==> config.mk <==
export PLATFORM = sky130hd
export DESIGN_NAME = mux_lut_gate_bank
export DESIGN_NICKNAME = d
export VERILOG_FILES = /design/src/rtl/mux_lut_pkg.sv /design/src/rtl/mux_lut_gate_bank_mux_lut.sv /design/src/rtl/mux_lut_gate_bank.sv
export SDC_FILE = /design/constraint.sdc
export NUM_CORES = 1
export LEC_CHECK = 0
export BUFFER_PORTS_ARGS = -buffer_cell sky130_fd_sc_hd__buf_2
export CAP_MARGIN = 20
export CORE_ASPECT_RATIO = 1.1
export CORE_MARGIN = 4
export CORE_UTILIZATION = 58
export DETAILED_ROUTE_END_ITERATION = 7
export PLACE_DENSITY_LB_ADDON = 0.25
export SYNTH_ARGS = -nofsm -noshare
export SYNTH_HDL_FRONTEND = slang
export SYNTH_SLANG_ARGS = --single-unit
==> constraint.sdc <==
create_clock -name i_clk -period 1.9 [get_ports i_clk]
set_input_delay 0.285 -clock i_clk [delete_from_list [all_inputs] [get_ports i_clk]]
set_output_delay 0.285 -clock i_clk [all_outputs]
set_load 0.01 [all_outputs]
==> src/rtl/mux_lut_pkg.sv <==
// Shared definitions for the programmable mux-LUT gate bank.
// Holds the default table geometry, a ceil-log2 helper for counter sizing,
// the configuration state encoding and a few common 2-input truth tables.
package mux_lut_pkg;

  // Geometry of the default build (K=2 inputs, CH=4 channels).
  localparam int unsigned K_DEF    = 2;
  localparam int unsigned CH_DEF   = 4;
  localparam int unsigned T        = 1 << K_DEF;
  localparam int unsigned CFG_BITS = CH_DEF * T;

  // Smallest r with 2**r >= v (returns 0 for v <= 1).
  function automatic int clog2(input int unsigned v);
    int r;
    r = 0;
    for (int i = 0; i < 32; i++) begin
      if ((32'd1 << i) < v) r = i + 1;
    end
    return r;
  endfunction

  typedef enum logic {
    CFG_IDLE = 1'b0,
    CFG_LOAD = 1'b1
  } cfg_state_e;

  // Truth tables: bit i is the output for input index i.
  localparam logic [3:0] TT_NAND2 = 4'b0111;
  localparam logic [3:0] TT_AND2  = 4'b1000;
  localparam logic [3:0] TT_XOR2  = 4'b0110;

endpackage

==> src/rtl/mux_lut_gate_bank_mux_lut.sv <==
// mux_lut: one K-input programmable gate built as a binary tree of 2:1 muxes.
// Ports:
//   i_tt  [2^K-1:0]  truth table, bit i = output for select value i
//   i_sel [K-1:0]    gate inputs; bit 0 is the table-index LSB
//   o_y              selected table bit (combinational)
module mux_lut #(
  parameter int unsigned K = 2
) (
  input  logic [(1<<K)-1:0] i_tt,
  input  logic [K-1:0]      i_sel,
  output logic              o_y
);

  localparam int unsigned T = 1 << K;

  // All tree nodes in one flat vector: level 0 (the table) at [T-1:0], each
  // following level packed directly above the previous one, root at 2T-2.
  logic [2*T-2:0] w_node;

  assign w_node[T-1:0] = i_tt;

  for (genvar j = 0; j < K; j++) begin : g_level
    localparam int unsigned IN_BASE  = 2 * T - ((2 * T) >> j);
    localparam int unsigned OUT_BASE = 2 * T - ((2 * T) >> (j + 1));
    localparam int unsigned N_MUX    = T >> (j + 1);
    // Level j is steered by input bit j, so the LSB picks between leaf pairs.
    for (genvar i = 0; i < N_MUX; i++) begin : g_mux
      assign w_node[OUT_BASE+i] = i_sel[j] ? w_node[IN_BASE+2*i+1] : w_node[IN_BASE+2*i];
    end
  end

  assign o_y = w_node[2*T-2];

endmodule

==> src/rtl/mux_lut_gate_bank.sv <==
// mux_lut_gate_bank: CH independent K-input programmable gates with a
// serially loaded, double-buffered truth-table configuration and a
// registered, valid-tracked output stage.
// Ports:
//   i_clk, i_rst     clock, synchronous active-high reset
//   i_cfg_valid      serial config bit strobe (always accepted)
//   i_cfg_bit        serial config data; bit n -> channel n/T, entry n%T
//   i_cfg_abort      drop a partial load (wins over i_cfg_valid)
//   o_cfg_busy       high while a load is partially accepted
//   o_cfg_done       one-cycle pulse after a new table set is committed
//   i_in_valid       input vector valid
//   i_in_data        channel c inputs at [c*K +: K]
//   o_out_valid      i_in_valid delayed by one cycle
//   o_out_data       bit c = active_table[c][channel c inputs]; holds when idle
module mux_lut_gate_bank
  import mux_lut_pkg::*;
#(
  parameter int unsigned    K        = 2,
  parameter int unsigned    CH       = 4,
  parameter logic [(1<<K)-1:0] RESET_TT = TT_NAND2
) (
  input  logic          i_clk,
  input  logic          i_rst,
  input  logic          i_cfg_valid,
  input  logic          i_cfg_bit,
  input  logic          i_cfg_abort,
  output logic          o_cfg_busy,
  output logic          o_cfg_done,
  input  logic          i_in_valid,
  input  logic [CH*K-1:0] i_in_data,
  output logic          o_out_valid,
  output logic [CH-1:0] o_out_data
);

  localparam int unsigned TBL   = 1 << K;
  localparam int unsigned NBITS = CH * TBL;
  localparam int unsigned CNT_W = clog2(NBITS + 1);

  cfg_state_e       r_state;
  logic [CNT_W-1:0] r_count;
  logic [NBITS-1:0] r_shadow;
  logic [NBITS-1:0] r_active;
  logic             r_done;
  logic             r_out_valid;
  logic [CH-1:0]    r_out_data;

  logic [NBITS-1:0] w_shadow_nxt;
  logic             w_last;
  logic [CH-1:0]    w_eval;

  // Shadow with the incoming bit inserted at the current count; on the final
  // accept this is exactly what gets committed to the active tables.
  always_comb begin
    w_shadow_nxt = r_shadow;
    for (int i = 0; i < NBITS; i++) begin
      if (r_count == CNT_W'(i)) w_shadow_nxt[i] = i_cfg_bit;
    end
  end

  assign w_last = (r_count == CNT_W'(NBITS - 1));

  always_ff @(posedge i_clk) begin
    if (i_rst) begin
      r_state  <= CFG_IDLE;
      r_count  <= '0;
      r_shadow <= '0;
      r_active <= {CH{RESET_TT}};
      r_done   <= 1'b0;
    end else if (i_cfg_abort) begin
      r_state <= CFG_IDLE;
      r_count <= '0;
      r_done  <= 1'b0;
    end else if (i_cfg_valid) begin
      r_shadow <= w_shadow_nxt;
      if (w_last) begin
        r_active <= w_shadow_nxt;
        r_state  <= CFG_IDLE;
        r_count  <= '0;
        r_done   <= 1'b1;
      end else begin
        r_state <= CFG_LOAD;
        r_count <= r_count + CNT_W'(1);
        r_done  <= 1'b0;
      end
    end else begin
      r_done <= 1'b0;
    end
  end

  for (genvar c = 0; c < CH; c++) begin : g_ch
    mux_lut #(
      .K(K)
    ) u_lut (
      .i_tt  (r_active[c*TBL +: TBL]),
      .i_sel (i_in_data[c*K +: K]),
      .o_y   (w_eval[c])
    );
  end

  // The active table only changes at the clock edge, so a vector sampled in
  // the commit cycle still sees the old tables.
  always_ff @(posedge i_clk) begin
    if (i_rst) begin
      r_out_valid <= 1'b0;
      r_out_data  <= '0;
    end else begin
      r_out_valid <= i_in_valid;
      if (i_in_valid) r_out_data <= w_eval;
    end
  end

  assign o_cfg_busy  = (r_state == CFG_LOAD);
  assign o_cfg_done  = r_done;
  assign o_out_valid = r_out_valid;
  assign o_out_data  = r_out_data;

endmodule

==> key figures, run 1 <==
STA
  • Hold Vio Cnt, Final: 0
  • Max_slew headroom: between 60 and 70%
  • Min cycle time layout: about 1700 ps
  • Fin Hold WS: around 220 ps
  • Measured slew at the worst slew-check pin: a little under 500 ps
  • Setup TNS Final: 0 ps
  • Maximum clock frequency: ~0.58 GHz
  • Slew Limit Fails: 0
  • Final clock skew: 9.677 ps
  • Fin crit share: between 90% and 100%
  • RSZ-0062 raised after global routing: no
  • # setup viols final: 0

Synth
  • Post-synth ARST share: 0%
  • EDFF count, synth: 0
  • Synth Instances: about 220
  • #FFs+latches synth: 43
  • Leading post-synthesis cells by cell area: dfxtp_1 (41%), mux2i_1 (6.2%), nand3_1 (4.5%)
  • Mapped Nets: around 240
  • Most instantiated cells after synthesis: dfxtp_1 (43), nor2_1 (25), nand3_1 (19)
  • Yosys warnings: 0
  • Compound-gate portion of the synthesized area: between 10% and 20%
  • Adder-cell share of the synthesized area: around 2.4%
  • Synth Area in Simple Gates: about a quarter
  • Yosys top cell area share: 40.93%
  • Yosys cell types: 37
  • Main combinational cell family by area after synthesis: simple AND/OR/NAND/NOR gates
  • Syn Area/Cell: around 9.4 um^2
  • Mux contribution to synthesized area: about a tenth
  • Post-synthesis sequential area ratio: between 40 and 50%
  • Top-count cell post-synth: dfxtp_1
  • Ys flop type: dfxtp_1
  • XOR/XNOR Fraction of Synth Area: less than 1%
  • Mapped cell area: 0.002103 mm^2
  • Cell taking the most area after synthesis: dfxtp_1

Clock network
  • TritonCTS buffer count: 5
  • CTS tree: done
  • Hold_buf cts: 0
  • H-tree depth: 2
  • Reg clk slew, reported paths: around 140 ps
  • Root Buffer: clkbuf_4
  • Post-CTS Setup Inserts: 0
  • Max Root-Sink Buffers: 2
  • CTS Sinks: 43
  • Skew-Pair Late Insertion Delay: 370 ps
  • PostCTS Resize Cnt: 0

Detailed routing
  • Met2 wire length: approximately 2100 um
  • Vias per cell: between 5 and 6
  • DRC: 0
  • Drt initial violations: roughly 140
  • Metal-1 WL: roughly 2000 um
  • ANT nets after route: 0
  • Top layer reached by signal wires: met4
  • Wirelength, routed: 4494 um
  • DRT Pass-1 Iters: 4
  • DR WL/cell: approximately 16 um
  • Total number of vias: 1715
  • WL met3: between 200 and 300 um

Critical path
  • Crit Path Category: register to register
  • CP required: roughly 2100 ps
  • Critical Path Fanout Max: 13
  • Critical Path Sink Type: register
  • CP startpoint kind: register
  • CP Data Arrival Time: just under 2000 ps

Cells and area
  • Layout cells sized above 1: between 20% and 30%
  • Synth-to-layout area growth: 8.031%
  • Nets@finish: between 200 and 300
  • Antenna cells: 0
  • Design Area, Final: approximately 0.0023 mm^2
  • Final Non-Filler Cells: between 200 and 300
  • Post-Route Utilization: between 60% and 70%

Floorplan
  • Die area: between 0.004 and 0.005 mm^2
  • Initial core utilization: between 60% and 70%
  • Standard-cell row count: 22
  • Die Height: 71.16 um
  • I/O pins: 21
  • Die width: 65.42 um
  • Core Region: 0.003413 mm^2

Placement
  • Placed cell count: around 280
  • Area after DPL: about 0.0022 mm^2
  • Buffers on Ports: 20
  • Post-DP HPWL: 3204 um
  • GP Congestion: ~0.80

Global routing
  • Largest net degree at the start of global routing: 25
  • Wire length of the first global-routing pass: 7562 um
  • GRT Total Usage: 20.83%
  • GRT overflow: 0
  • Initial antenna violation count: 0
  • Vias in the first global route: between 1500 and 2000

Pwr
  • Pleak: 0.8310 nW
  • Worst VDD drop: 0.3301 mV
  • Pwr dens: a little under 700 mW/mm^2

Outcome
  • Status: complete, no violations

Hold path
  • HP Class: input pin to register

Job
  • Max Cap Viol: 0
==> flip-flops by register name, indices dropped and copies added (netlist names) <==
name,flops
o_out_valid,1
r_active,16
r_count,5
o_cfg_busy,1
o_cfg_done,1
o_out_data,4
r_shadow,15
==> routing by layer <==
layer,up-vias,global-route usage (%)
li1,855,-
met1,794,27.54
met2,56,32.06
met3,10,5.873
met4,0,8.295
met5,-,0
==> placed cells by master (no fill, tap or decap), drive strengths merged, types with 2 or more instances in the layout <==
master    instances
a211oi            5
clkbuf            5
nand4             3
a32oi             5
o21ai            13
nand2             3
mux2i            13
mux4              4
dfxtp            43
a21oi            17
nor2             25
clkinvlp          2
nor2b             6
and4bb            6
nand2b           10
inv               3
ha                4
nand4b            4
o31ai             5
a22oi             7
buf              26
nand3            19
==> cells by family (layout without fill, tap and decap cells) <==
family / after synthesis / in the layout
AO/OA/AOI/OAI: 55 / 55
XOR/XNOR: 1 / 1
adder cells (fa/ha/maj): 4 / 4
buffers and inverters: 20 / 36
flip-flops: 43 / 43
multiplexers: 17 / 17
AND/OR/NAND/NOR: 83 / 83
==> worst max-delay path: stages (launching register included) <==
cell and delay, ps:
dfxtp_1 430, ha_1 300, nand4b_2 190, nor3_4 480, a32oi_1 180
==> per-stage QoR <==
step | setup slack [ps] | total power, mW
final | 181.1 | 1.535
after global routing | 27.99 | 1.603
after CTS | 193.4 | 1.540
after detailed placement | 213.0 | 1.083
after global placement | 279.9 | 1.081
after floorplan | 452.2 | 1.034
==> path summary, 6_finish.rpt <==
| check | cells after the start | slack (ps) | startpoint | end |
|---|---|---|---|---|
| hold reg to reg | 2 | 480 | r_shadow[9] | r_shadow[9] |
| hold / removal | 2 | 220 | i_in_valid | o_out_valid |
| setup / recovery | 4 | 180 | r_count[0] | r_active[1] |
| setup reg to reg | 4 | 180 | r_count[0] | r_active[1] |
==> area by class of cell <==
type | instances | area (um^2)
fillers | 314 | 1141
multi-input cells | 160 | 1137
flip-flops and latches | 43 | 860.8
repair buffers | 26 | 145.1
well taps | 48 | 60.06
clock buffers | 5 | 37.54
clock inverters | 3 | 23.77
inverters | 2 | 7.507
==> power breakdown <==
| part | internal [mW] | switching, mW | leakage [nW] |
|---|---|---|---|
| logic | 0.0538 | 0.0808 | 0.454 |
| registers | 0.920 | 0.00872 | 0.350 |
| clock network | 0.148 | 0.324 | 0.0278 |
Power figures use the tool's default switching activity.
==> inputs of run 2 (changes only) <==
CORE_ASPECT_RATIO = not set   (was 1.1)
==> run 2 against run 1 <==
Critical path depth stayed put. Register-to-register slack better by 110 ps. Clock-buffer cell count is 1 higher. Sequential share of layout area is 0.78 points lower. Die area hardly changed. Final area is 2.1% higher. Via count is 0.41% higher. Maximum frequency is 6.7% higher. Final cell count is 0.35% lower. First-iteration DRC count is 11% lower. Largest cell class unchanged.
==> key figures, run 2 (same netlist as run 1, synthesis figures left out) <==
Outcome
  • Status: complete, no violations

Pwr
  • Worst VDD drop: between 0.5 and 0.6 mV
  • Sequential Power Share: between 50% and 60%
  • Total power: ~1.8 mW
  • Switching Power: around 400 uW
  • Combinational power share: around 7.5%
  • Internal power: around 1.4 mW
  • Pleak: between 0.8 and 0.9 nW
  • Clock group share of total power: about two fifths
  • Pwr dens: 768.5 mW/mm^2
  • Switch share: ~22%

Clock network
  • H-tree depth: 2
  • Skew-Pair Late Insertion Delay: roughly 360 ps
  • Hold_buf cts: 0
  • CTS Sinks: 43
  • Max Root-Sink Buffers: 2
  • TritonCTS buffer count: 5
  • Root Buffer: clkbuf_4
  • CTS tree: done
  • Reg clk slew, reported paths: between 100 and 150 ps

Placement
  • GP Congestion: a little over 0.8
  • Post-DP HPWL: 3184 um
  • Buffers on Ports: 20
  • Dpl ws: 227.2 ps

Hold path
  • Worst Hold End: o_out_valid
  • WHS Path Cells: 2
  • HP Class: input pin to register
  • Hold Startpoint: i_in_valid

STA
  • Setup TNS Final: 0 ps
  • Final clock skew: 6.411 ps
  • Hold Vio Cnt, Final: 0
  • Max_slew headroom: approximately 65%
  • Maximum clock frequency: between 0.6 and 0.7 GHz
  • Fin crit share: a little over four fifths
  • Min cycle time layout: ~1600 ps
  • Measured slew at the worst slew-check pin: roughly 520 ps
  • RSZ-0062 raised after global routing: no
  • Setup WS post-layout: 288.6 ps
  • # setup viols final: 0
  • Slew Limit Fails: 0

Critical path
  • Crit Path Category: register to register
  • Flop2flop setup slack: 290 ps
  • Reg2reg path depth: 4
  • CP Data Arrival Time: 1910 ps
  • Worst flop-to-flop path startpoint: r_count[1]
  • Critical Path Sink Type: register
  • Critical Path Fanout Max: 12
  • Reg2reg end: r_active[2]
  • CP required: approximately 2200 ps
  • CP startpoint kind: register

Detailed routing
  • ANT nets after route: 0
  • DR WL/cell: 16.20 um
  • DRT Pass-1 Iters: 4
  • Drt initial violations: approximately 120
  • Vias per cell: around 6
  • Wirelength, routed: 4634 um
  • DRC: 0
  • Total number of vias: 1722

Floorplan
  • Die width: 68.22 um
  • Core Region: 0.003416 mm^2
  • Die Height: between 60 and 70 um
  • Initial core utilization: approximately three fifths
  • Standard-cell row count: 21
  • Die area: ~0.0047 mm^2
  • I/O pins: 21

Global routing
  • Initial antenna violation count: 0
  • Wire length of the first global-routing pass: about 7600 um
  • Vias in the first global route: 1598
  • GRT Total Usage: between 20% and 30%
  • Largest net degree at the start of global routing: 25
  • GRT overflow: 0

Cells and area
  • Nets@finish: between 200 and 300
  • Max reg flops: 16
  • Antenna cells: 0
  • Layout cells sized above 1: slightly above 20%
  • Most common cell after layout, fill and taps aside: dfxtp_1
  • Largest register by flop count: r_active
  • Synth-to-layout area growth: 10.29%
  • Final-layout fill cell count: between 200 and 300
  • Largest registers: r_active x16, r_shadow x15, r_count x5
  • Most frequent cells in the layout: dfxtp_1 (43), nor2_1 (25), buf_2 (20), nand3_1 (19), a21oi_1 (17)

Job
  • Max Cap Viol: 0
## run 2: worst max-delay path by stage
stage	startpoint	end	cells after the start
6_report	r_count[1]	r_active[2]	4
4_1_cts	r_count[1]	r_active[0]	4
5_1_grt	r_count[1]	r_active[6]	4
3_3_place_gp	r_count[0]	r_active[0]	4
3_5_place_dp	r_count[1]	r_active[2]	4
2_1_floorplan	r_count[0]	r_active[8]	5
## run 2: area by class of cell
type	count	area, um^2	share of cell area [%]
well taps	46	57.56	2.481
clock buffers	6	41.29	1.780
clock inverters	2	60.06	2.589
repair buffers	27	152.6	6.580
multi-input cells	160	1140	49.14
flip-flops and latches	43	860.8	37.11
inverters	2	7.507	0.3236
## run 2: worst max-delay path, cell delays in order, from the launching register on
cell,delay [ps]
dfxtp_1,420
ha_1,320
and4b_1,370
nand2_2,220
a32oi_1,210
## run 2: per-stage QoR
step | utilization [%] | std cells | area (um^2) | hold WS, ps
floorplan | - | 223 | 2103 | 440.3
global placement | 64.87 | 278 | 2216 | 454.5
detailed placement | 64.87 | 278 | 2216 | 462.8
CTS | 67.84 | 286 | 2317 | 235.2
global route | 67.91 | 286 | 2320 | 228.1
finish | 67.91 | 286 | 2320 | 230.6
## run 2: power groups by stage
stage               clock (mW)  combinational (mW)  sequential (mW)
CTS                      0.721               0.134            0.928
global placement             0               0.131            0.948
finish                   0.721               0.134            0.928
detailed placement           0               0.133            0.948
global route             0.771               0.148            0.931
floorplan                    0              0.0824            0.952
## run 2: repair_timing
action / CTS / global route
buffers inserted: 0 / 0
resized for setup: 0 / 1
setup endpoints to repair: 0 / 10
endpoints found under the hold margin: 0 / 0
## run 2: per-layer routing
layer  GRT usage, %  wire length [um]  part of all wire (%)  vias up
li1               -                 -                     -      853
met1          29.46              2112                    46      821
met2          35.02              2224                    48       42
met3          6.404               231                   5.0        6
met4          6.700                64                   1.4        0
met5              0                 0                     0        -
